**src/rtl/alu_result_buffer.sv**
```systemverilog
// Result FIFO between an ALU and its consumer. Each entry stores the result with
// its {N,Z,P,OVF} flags; the last accepted result is fed back as the accumulator.
module alu_result_buffer #(
   parameter int WIDTH = 8,
   parameter int DEPTH = 4
) (
   input  logic                       clk,
   input  logic                       rst_n,
   input  logic [WIDTH-1:0]           R,
   input  logic                       in_valid,
   output logic                       in_ready,
   output logic [WIDTH-1:0]           out_data,
   output logic [3:0]                 out_flags,
   output logic                       out_valid,
   input  logic                       out_ready,
   output logic [WIDTH-1:0]           acc,
   output logic [$clog2(DEPTH):0]     count,
   input  logic                       clr_ovf
);

   localparam int AW = $clog2(DEPTH);
   localparam int CW = AW + 1;
   localparam logic [CW-1:0] FULL_COUNT = CW'(DEPTH);

   typedef struct packed {
      logic [WIDTH-1:0] data;
      logic [3:0]       flags;
   } entry_t;

   entry_t           mem [DEPTH];
   logic [AW-1:0]    wr_ptr;
   logic [AW-1:0]    rd_ptr;
   logic [CW-1:0]    count_q;
   logic             ovf_q;
   logic             ovf_next;
   logic [WIDTH-1:0] acc_q;
   logic             push;
   logic             pop;
   logic             drop;
   entry_t           new_entry;

   assign in_ready  = (count_q < FULL_COUNT);
   assign out_valid = (count_q != '0);
   assign push      = in_valid && in_ready;
   assign pop       = out_valid && out_ready;
   assign drop      = in_valid && !in_ready;

   // The OVF bit stored with an entry reflects the overflow register after this
   // cycle's set/clear, so a clear in the push cycle yields OVF=0 in that entry.
   always_comb begin
      // NOTE: every always_comb output gets a default first so no path leaves it unassigned (no latch).
      ovf_next = ovf_q;
      if (drop)
         ovf_next = 1'b1;
      else if (clr_ovf)
         ovf_next = 1'b0;

      new_entry.data  = R;
      new_entry.flags = {R[WIDTH-1], (R == '0), ^R, ovf_next};
   end

   // NOTE: state registers use non-blocking assignments so every flop samples pre-edge values.
   always_ff @(posedge clk or negedge rst_n) begin
      if (!rst_n) begin
         wr_ptr  <= '0;
         rd_ptr  <= '0;
         count_q <= '0;
         ovf_q   <= 1'b0;
         acc_q   <= '0;
      end else begin
         ovf_q <= ovf_next;
         if (push) begin
            wr_ptr <= wr_ptr + AW'(1);
            acc_q  <= R;
         end
         if (pop)
            rd_ptr <= rd_ptr + AW'(1);
         case ({push, pop})
            2'b10:   count_q <= count_q + CW'(1);
            2'b01:   count_q <= count_q - CW'(1);
            default: count_q <= count_q;
         endcase
      end
   end

   // NOTE: entry storage is deliberately left out of reset; out_valid masks stale contents.
   always_ff @(posedge clk) begin
      if (push)
         mem[wr_ptr] <= new_entry;
   end

   assign out_data  = mem[rd_ptr].data;
   assign out_flags = mem[rd_ptr].flags;
   assign acc       = acc_q;
   assign count     = count_q;

endmodule

```
**config.mk**
```make
export PLATFORM = sky130hd
export DESIGN_NAME = alu_result_buffer
export DESIGN_NICKNAME = d
export VERILOG_FILES = /design/src/rtl/alu_result_buffer.sv
export SDC_FILE = /design/constraint.sdc
export NUM_CORES = 1
export LEC_CHECK = 0
export ABC_AREA = 1
export CAP_MARGIN = 15
export CORE_ASPECT_RATIO = 1.1
export CORE_MARGIN = 5
export CORE_UTILIZATION = 40
export DETAILED_ROUTE_END_ITERATION = 8
export GPL_ROUTABILITY_DRIVEN = 0
export PLACE_DENSITY_LB_ADDON = 0.1
export REMOVE_ABC_BUFFERS = 1
export SETUP_SLACK_MARGIN = 0.1
export SLEW_MARGIN = 20
export SYNTH_ARGS = -nofsm -noshare
export SYNTH_HDL_FRONTEND = slang
export SYNTH_SLANG_ARGS = --single-unit
```
**constraint.sdc**
```tcl
create_clock -name clk -period 3 [get_ports clk]
set_clock_uncertainty 0.05 [all_clocks]
set_input_delay 0.9 -clock clk [delete_from_list [all_inputs] [get_ports clk]]
set_output_delay 0.9 -clock clk [all_outputs]
set_load 0.01 [all_outputs]
```
==> impl_results.md, run 1 <==
- Final routed wirelength across all metal layers: between 5000 and 6000 um
- Final number of max-transition violations: 0
- Number of nets with antenna violations after routing: 0
- Peak fanout along the critical path: 12
- Power Internal: around 2.3 mW
- Routed length per placed instance: ~15 um
- Number of detailed-route iterations in the first pass: 4
- Count of placed standard cells including taps: between 300 and 400
- Clock Path Buffers: 2
- Crit path capture type: output pin
- Placed Instance Area: 3120 um^2
- Critical path's largest stage delay: about 0.48 ns
- Worst slew margin relative to its limit: 0.468
- Origin of the critical flop-to-flop path: count[2]
- Worst slack at placement: between 0.2 and 0.3 ns
- CTS root buffer: clkbuf_8
- Flip-flop and latch count after synthesis: 60
- First-pass GRT wire length: approximately 8700 um
- Clock power share: 0.234
- Count of unresolved DRC violations after routing: 0
- Post-synthesis to final-layout area growth: 26.3%
- Cell-by-cell listing of the critical path: clkinvlp_4, o211ai_1, nand2_1, clkdlybuf4s50_1
- Largest net degree at the start of global routing: 44
- Clk sink count: 60
- Launch point of the worst path: rd_ptr[1]
- Number of antenna violations at the first check in global routing: 0
- Hold wc startpoint: count[0]
- Worst IR Drop VDD: about 440 uV
- Final Setup Violations: 0
- Req. time, crit path: just over 2 ns
- Vias after detailed routing: around 1,700
- Sequential element share of the synthesized area: 0.645
- Number of hold buffers added after cts: 0
- Run status: finished, final reports clean
- Class of the most critical hold timing path: flop to flop
- Core area: around 6600 um^2
- Die Area: between 8000 and 9000 um^2
- Slowest library cell on the worst path: clkdlybuf4s50_1
- Half-perimeter wire length after detailed placement: approximately 3600 um
- Synthesized instance count: 236
- Row count: 31
- Unrepaired setup endpoints after global routing: yes
- Total global routing overflow: 0
- Static leakage: between 1 and 1.5 nW
- Vias in the first global route: between 1,500 and 2,000
- XOR/XNOR share of the synthesized area: 0.0197
- Overall routing resource usage: 0.145
- Number of diodes: 0
- Most common cell after layout, fill and taps aside: nand2_1
- Critical path start-end classification: flop to output pin
- Arrival @ worst endpoint: between 1.5 and 2 ns
- Post-CTS setup repair buffer count: 0
- Least setup slack across all paths after layout: approximately 0.24 ns
- Part of the cycle the worst path needs: 0.920
- Top achievable clock speed: 363 MHz
- Fraction of synthesized area in multiplexers: 0
- TritonCTS clock tree: yes
- Share of cells above drive strength 1: 0.0903
- Net switching power of the design: 1.14 mW
- Port bufs: 37
- Most frequent cells in the layout: nand2_1 (59), inv_1 (44), edfxtp_1 (44), clkdlybuf4s50_1 (35), o211ai_1 (22)
- Combinational share of power: 0.409
- TritonCTS Buffers: 9
- CTS H-Tree Depth: 3
- Adder-cell share of the synthesized area: 0.0497
- Post-route non-filler standard cell count: 370
- Final total negative setup slack: 0 ns
- Startpoint types: flop
- Horiz. Die Dim: roughly 90 um
- Count of distinct cell types in the synthesized netlist: 20
- Number of placed I/O pins: 38
- Initial Utilization: 0.407
- Share of total power in sequential cells: 0.357
- Worst-skew pair later-pin latency: roughly 0.33 ns
- Clock slew at the register clock pins of the worst setup and hold paths: about 0.07 ns
- DRT iter0 DRCs: between 60 and 70
- Min cycle time layout: ~2.8 ns
- Simple-gate share of the synthesized area: 0.105
- Fin nets: approximately 300
- Compound-gate portion of the synthesized area: 0.0825
- Number of maximum-capacitance constraint violations: 0
- Transition at the pin with the smallest max-transition slack: ~0.80 ns
- Largest family of logic cells by synthesized area: simple AND/OR/NAND/NOR gates
- Die Span Y: 95.7 um
- Average instance area after synthesis: 11.3 um^2
- FF-to-FF setup slack: about 1.1 ns
- Power density over cell area: 1000 nW/um^2
- Final hold violations: 0
- Final Instance Area: 3370 um^2
- Drt via density: 4.61
- Count of yosys warnings during synthesis: 0
- Post-synthesis instance area: 2670 um^2
- Fraction of power spent switching nets: 0.336
power by group through the flow:
| stage | Clock [mW] | Sequential (mW) | Combinational (mW) |
|---|---|---|---|
| finish | 0.793 | 1.21 | 1.38 |
| global route | 0.861 | 1.23 | 1.56 |
| detailed placement | 0 | 1.22 | 1.37 |
| global placement | 0 | 1.22 | 1.36 |
| CTS | 0.812 | 1.21 | 1.38 |
| floorplan | 0 | 1.25 | 0.640 |
stage by stage:
step           power [mW]   util  hold WS [ns]
2_1_floorplan        1.89      -         0.432
6_report             3.39  0.514         0.446
3_5_place_dp         2.60  0.476         0.436
3_3_place_gp         2.59  0.476         0.446
4_1_cts              3.41  0.510         0.459
5_1_grt              3.65  0.514         0.482
metal layers:
| metal | global-route usage | part of all wire | vias to the layer above |
|---|---|---|---|
| met3 | 0.0514 | 0.044 | 5 |
| met4 | 0.0614 | 0.011 | 0 |
| met2 | 0.226 | 0.48 | 31 |
| li1 | - | - | 870 |
| met1 | 0.182 | 0.47 | 799 |
| met5 | 0 | 0 | - |
flip-flops by register name, indices dropped and copies added, names as in the netlist:
| register | cells |
|---|---|
| mem | 44 |
| rd_ptr | 2 |
| acc | 8 |
| ovf_q | 1 |
| count | 3 |
| wr_ptr | 2 |
worst paths after layout:
| check | end | depth (start not counted) |
|---|---|---|
| max in group asynchronous | acc[5] | 1 |
| min | count[0] | 1 |
| min in group asynchronous | acc[1] | 1 |
| min reg2reg | count[0] | 1 |
| max | out_data[6] | 4 |
| max reg2reg | count[1] | 8 |
area by class of cell:
class / instances / area [um^2]
clock buffers: 10 / 138
clock inverters: 6 / 77.6
fillers: 605 / 3180
inverters: 47 / 180
multi-input cells: 120 / 687
flip-flops and latches: 60 / 1720
well taps: 82 / 103
repair buffers: 45 / 465
kinds of logic after synthesis:
kind of cell,after synthesis
AND/OR/NAND/NOR,71
adder cells (fa/ha/maj),10
buffers and inverters,56
flip-flops,60
XOR/XNOR,6
AO/OA/AOI/OAI,33
worst max-delay path: cells and delay by family, from the launching register on:
family	cells	cell delay, ns
flip-flops	1	0.39
AO/OA/AOI/OAI	1	0.24
AND/OR/NAND/NOR	1	0.08
buffers and inverters	2	0.77
cell usage after synthesis:
master,n,share of area
nand2_4,1,0.0042
nand3_1,4,0.0075
xnor2_1,3,0.0098
dfrtp_1,16,0.15
nand4_1,1,0.0023
nand2_1,59,0.083
edfxtp_1,44,0.49
o21ai_1,8,0.015
ha_1,9,0.042
inv_1,45,0.063
inv_2,2,0.0028
xor2_1,3,0.0098
a21oi_1,1,0.0019
o211ai_1,22,0.062
o21ai_0,2,0.0037
nor2_1,6,0.0084
buf_2,2,0.0037
buf_4,1,0.0028
fa_1,1,0.0075
buf_6,6,0.025
what timing repair did:
item | 4_1_cts | 5_1_grt
resized for setup | 1 | 2
setup endpoints to repair | 7 | 3
cloned | 0 | 1
pin swaps | 0 | 0
Power figures use the tool's default switching activity.
==> inputs of run 2 (changes only) <==
- CORE_MARGIN: 5 -> default
==> run 2 against run 1 <==
Against the previous run: final cell count shrank 0.81%; fmax down 0.76%; die area shrank 17%; setup slack worse by 0.021 ns; cell area fell by 0.11%; largest cell class unchanged; highest routed layer unchanged.
==> impl_results.md, run 2 (synthesis gave the netlist of run 1 again) <==
- Final Instance Area: 3370 um^2
- FF-to-FF setup slack: 1.11 ns
- Clock Path Buffers: 2
- Crit path capture type: output pin
- Half-perimeter wire length after detailed placement: between 3000 and 4000 um
- Post-synthesis to final-layout area growth: 26.1%
- Most frequent cells in the layout: nand2_1 (59), inv_1 (44), edfxtp_1 (44), clkdlybuf4s50_1 (37), o211ai_1 (22)
- Worst IR Drop VDD: a little over 500 uV
- Post-CTS setup repair buffer count: 0
- Worst-skew pair later-pin latency: around 0.34 ns
- TritonCTS Buffers: 9
- Die Area: approximately 7000 um^2
- Total global routing overflow: 0
- Row count: 30
- Number of nets with antenna violations after routing: 0
- FF+latch area: between 1500 and 2000 um^2
- Number of fillers in the final layout: ~580
- Most common cell after layout, fill and taps aside: nand2_1
- Min cycle time layout: around 2.8 ns
- Req. time, crit path: between 2 and 2.5 ns
- Worst slew margin relative to its limit: 0.484
- Critical path start-end classification: flop to output pin
- Final number of max-transition violations: 0
- Cell-by-cell listing of the critical path: inv_6, buf_12, o211ai_1, nand2_1, clkdlybuf4s50_1
- DRT iter0 DRCs: 71
- Fin nets: 305
- Slowest library cell on the worst path: clkdlybuf4s50_1
- Top achievable clock speed: 360 MHz
- Share of cells above drive strength 1: 0.0906
- Unrepaired setup endpoints after global routing: no
- Hold wc startpoint: acc[1]
- Routed length per placed instance: 13.3 um
- Drt via density: 4.59
- Post-layout power: ~3.4 mW
- CTS H-Tree Depth: 3
- Horiz. Die Dim: ~80 um
- Hold WS: 0.442 ns
- Part of the cycle the worst path needs: 0.927
- CTS root buffer: clkbuf_8
- Class of the most critical hold timing path: flop to flop
- Die Span Y: about 88 um
- Worst slack at placement: between 0.3 and 0.4 ns
- Most flops, register: mem
- Vias in the first global route: 1,563
- Largest net degree at the start of global routing: 29
- Number of detailed-route iterations in the first pass: 4
- Number of placed I/O pins: 38
- Transition at the pin with the smallest max-transition slack: 0.772 ns
- Number of hold buffers added after cts: 0
- Final hold violations: 0
- Critical path's largest stage delay: between 0.5 and 0.6 ns
- Min-Delay Path Depth: 2
- Core area: 6310 um^2
- Capture endpoint of the worst hold path: acc[1]
- First-pass GRT wire length: about 7800 um
- Run status: finished, final reports clean
- FF-to-FF End: count[1]
- Static leakage: 1.45 nW
- Origin of the critical flop-to-flop path: count[2]
- Arrival @ worst endpoint: between 1.5 and 2 ns
- Worst path bufs/invs: 3
- Flip-flop count of the largest register after layout: 44
- TritonCTS clock tree: yes
- Count of unresolved DRC violations after routing: 0
- Port bufs: 37
- Clock slew at the register clock pins of the worst setup and hold paths: around 0.070 ns
- Number of antenna violations at the first check in global routing: 0
- Least setup slack across all paths after layout: 0.220 ns
- Final total negative setup slack: 0 ns
- Power density over cell area: slightly above 1000 nW/um^2
- Largest delay contributor family on the critical path: buffers and inverters
- Number of diodes: 0
- Placed Instance Area: 3120 um^2
- Startpoint types: flop
- Multi-input logic area: ~690 um^2
- Clk sink count: 60
- Register-to-Register Path Depth: 8
- Overall routing resource usage: 0.159
- Initial Utilization: 0.423
- Final Setup Violations: 0
- Number of maximum-capacitance constraint violations: 0
- Final routed wirelength across all metal layers: roughly 5000 um
- Vias after detailed routing: roughly 1,700
- Peak fanout along the critical path: 28
==> run 2: cell types whose count changed in the layout (fill, tap and decap cells not counted) <==
cell	change
bufinv_16	+1
clkbuf_16	-1
clkbuf_8	-1
clkdlybuf4s50_1	+2
clkinv_1	-1
clkinv_2	-1
clkinv_4	+1
clkinvlp_4	+1
dlymetal6s2s_1	-2
inv_2	-1
inv_6	+1
==> run 2: timing repair <==
| item | CTS | global route |
|---|---|---|
| gates resized for setup | 2 | 1 |
| cloned | 0 | 0 |
| setup endpoints to repair | 4 | 2 |
==> run 2: worst register-to-register path: cells and delay by family, from the launching register on <==
kind,cells,cell delay (ns)
fa+ha+maj,2,0.62
simple gates,2,0.31
compound gates,1,0.16
buf+inv,3,0.25
flops,1,0.42
==> run 2: power breakdown <==
group / internal [mW] / total [mW] / switching [mW]
Clock: 0.548 / 0.865 / 0.316
Combinational: 0.638 / 1.34 / 0.698
Sequential: 1.11 / 1.21 / 0.0988
==> run 2: cell type report <==
| class | instances | share of cell area |
|---|---|---|
| repair buffers | 44 | 0.129 |
| well taps | 80 | 0.0297 |
| clock inverters | 7 | 0.0342 |
| clock buffers | 9 | 0.0368 |
| inverters | 47 | 0.0550 |
| multi-input cells | 120 | 0.204 |
| flip-flops and latches | 60 | 0.511 |
==> run 2: per-layer routing <==
| layer | GRT usage | share of wire | vias up | wire length [um] |
|---|---|---|---|---|
| li1 | - | - | 867 | - |
| met5 | 0 | 0 | - | 0 |
| met1 | 0.194 | 0.46 | 781 | 2250 |
| met2 | 0.254 | 0.48 | 29 | 2350 |
| met4 | 0.0877 | 0.018 | 0 | 90 |
| met3 | 0.0469 | 0.039 | 7 | 189 |
==> run 2: worst max-delay path by stage <==
stage | depth (start not counted) | from | end
CTS | 5 | rd_ptr[0] | out_flags[1]
global route | 6 | rd_ptr[0] | out_flags[1]
global placement | 10 | out_ready | count[2]
detailed placement | 10 | out_ready | count[2]
finish | 5 | rd_ptr[0] | out_flags[1]
floorplan | 8 | in_valid | count[2]
==> run 2: through the flow <==
stage               utilization  instances
global route              0.534        367
global placement          0.495        351
floorplan                     -        227
detailed placement        0.495        351
CTS                       0.534        367
finish                    0.534        367
==> inputs of run 3 (changes only) <==
- GPL_ROUTABILITY_DRIVEN: 0 -> 1
- GPL_TIMING_DRIVEN: default -> 0
==> run 3 against run 2 <==
Against the previous run: via count is 1.2% lower; final cell count down 1.1%; sequential cell count unchanged; hold slack better by 0.011 ns; routed wire length is 0.88% lower; critical endpoint is now out_flags[3]; largest cell class unchanged; largest power group unchanged.
==> impl_results.md, run 3 (synthesis gave the netlist of run 1 again) <==
- Run status: finished, final reports clean
- Number of maximum-capacitance constraint violations: 0
- Final Instance Area: about 3300 um^2
- Part of the cycle the worst path needs: 0.928
- CTS H-Tree Depth: 3
- Number of nets with antenna violations after routing: 0
- Final core area utilization: 0.523
- Die Area: ~7000 um^2
- Post-synthesis to final-layout area growth: 23.6%
- Worst slew margin relative to its limit: 0.269
- FF-to-FF setup slack: roughly 0.98 ns
- Endpoint of the worst setup timing path: out_flags[3]
- TritonCTS clock tree: yes
- Vias after detailed routing: between 1,500 and 2,000
- Horiz. Die Dim: approximately 80 um
- Arrival @ worst endpoint: around 1.8 ns
- Hold WS: 0.453 ns
- DRT iter0 DRCs: between 80 and 90
- GP Congestion: 0.753
- Number of antenna violations at the first check in global routing: 0
- Class of the most critical hold timing path: flop to flop
- Final total negative setup slack: 0 ns
- Least setup slack across all paths after layout: about 0.21 ns
- Top achievable clock speed: 359 MHz
- Final hold violations: 0
- Final number of max-transition violations: 0
- Final routed wirelength across all metal layers: approximately 4800 um
- Most common cell after layout, fill and taps aside: nand2_1
- Total global routing overflow: 0
- Initial Utilization: 0.423
- Flip-flop count of the largest register after layout: 44
- Crit path capture type: output pin
- Clk sink count: 60
- TritonCTS Buffers: 9
- Power density over cell area: 994 nW/um^2
- Clock slew at the register clock pins of the worst setup and hold paths: approximately 0.060 ns
- Half-perimeter wire length after detailed placement: roughly 3100 um
- Placed Instance Area: around 3100 um^2
- Count of unresolved DRC violations after routing: 0
- FF-to-FF End: mem[3][7]
- Final Setup Violations: 0
- Most flops, register: mem
- Cell-by-cell listing of the critical path: inv_6, o211ai_1, nand2_1, clkdlybuf4s50_1
- Number of diodes: 0
- Number of detailed-route iterations in the first pass: 4
- Die Span Y: about 88 um
- Post-layout power: 3.28 mW
- CTS root buffer: clkbuf_8
- Min cycle time layout: 2.79 ns
- Drt via density: 4.58
- Largest net degree at the start of global routing: 46
- Most frequent cells in the layout: nand2_1 (59), inv_1 (44), edfxtp_1 (44), clkdlybuf4s50_1 (37), o211ai_1 (22)
- First-pass GRT wire length: ~8000 um
- Critical path's largest stage delay: approximately 0.55 ns
- Register-to-Register Path Depth: 3
- Peak fanout along the critical path: 45
- Overall routing resource usage: 0.161
- Clock Path Buffers: 2
- Core area: about 6300 um^2
- Launch point of the worst path: rd_ptr[0]
- Number of hold buffers added after cts: 0
- Share of cells above drive strength 1: 0.0848
- Count of placed standard cells including taps: roughly 340
- Startpoint types: flop
- Origin of the critical flop-to-flop path: count[2]
- Transition at the pin with the smallest max-transition slack: ~1.1 ns
- Number of placed I/O pins: 38
- Vias in the first global route: roughly 1,700
- Port bufs: 37
- Critical path start-end classification: flop to output pin
- Req. time, crit path: slightly above 2 ns
- Worst slack at placement: -0.0276 ns
- Fin nets: approximately 300
- Slowest library cell on the worst path: clkdlybuf4s50_1
- Worst IR Drop VDD: approximately 450 uV
- Unrepaired setup endpoints after global routing: no
- Row count: 30
- Static leakage: roughly 1.4 nW
- Post-route non-filler standard cell count: roughly 360
- Routed length per placed instance: approximately 13 um
- Worst-skew pair later-pin latency: 0.34 ns
run 3: cell type report:
| class | count | area, um^2 |
|---|---|---|
| multi-input cells | 120 | 694 |
| well taps | 80 | 100 |
| clock inverters | 7 | 81.3 |
| inverters | 47 | 185 |
| clock buffers | 9 | 124 |
| repair buffers | 40 | 393 |
| flip-flops and latches | 60 | 1720 |
| fillers | 552 | 3010 |
run 3: per-layer routing:
layer,vias up,GRT usage,part of all wire
met5,-,0,0
met4,0,0.0925,0.020
met3,9,0.0396,0.038
met2,31,0.260,0.47
met1,766,0.199,0.47
li1,858,-,-
run 3: critical path, delay by kind of cell (launching register included):
kind / cells / cell delay, ns
buffers and inverters: 2 / 0.82
DFF: 1 / 0.44
AOI/OAI and AO/OA: 1 / 0.13
and+or+nand+nor: 1 / 0.12
run 3: how the worst min path moves through the flow:
stage | startpoint | to | slack [ns] | depth (start not counted)
after floorplan | rd_ptr[0] | rd_ptr[0] | 0.43 | 2
after global placement | acc[5] | acc[5] | 0.43 | 2
after detailed placement | acc[5] | acc[5] | 0.43 | 2
after CTS | acc[5] | acc[5] | 0.45 | 2
after global routing | count[1] | count[1] | 0.48 | 2
final | acc[6] | acc[6] | 0.45 | 2
run 3: timing repair:
action,4_1_cts,5_1_grt
buffers inserted,2,1
resized for setup,3,1
endpoints found under the setup margin,12,12
pin swaps,0,0
run 3: where the power goes:
| group | switching (mW) | internal, mW | leakage [nW] | total, mW |
|---|---|---|---|---|
| Sequential | 0.104 | 1.12 | 0.598 | 1.22 |
| Combinational | 0.697 | 0.610 | 0.706 | 1.31 |
| Clock | 0.299 | 0.456 | 0.105 | 0.755 |
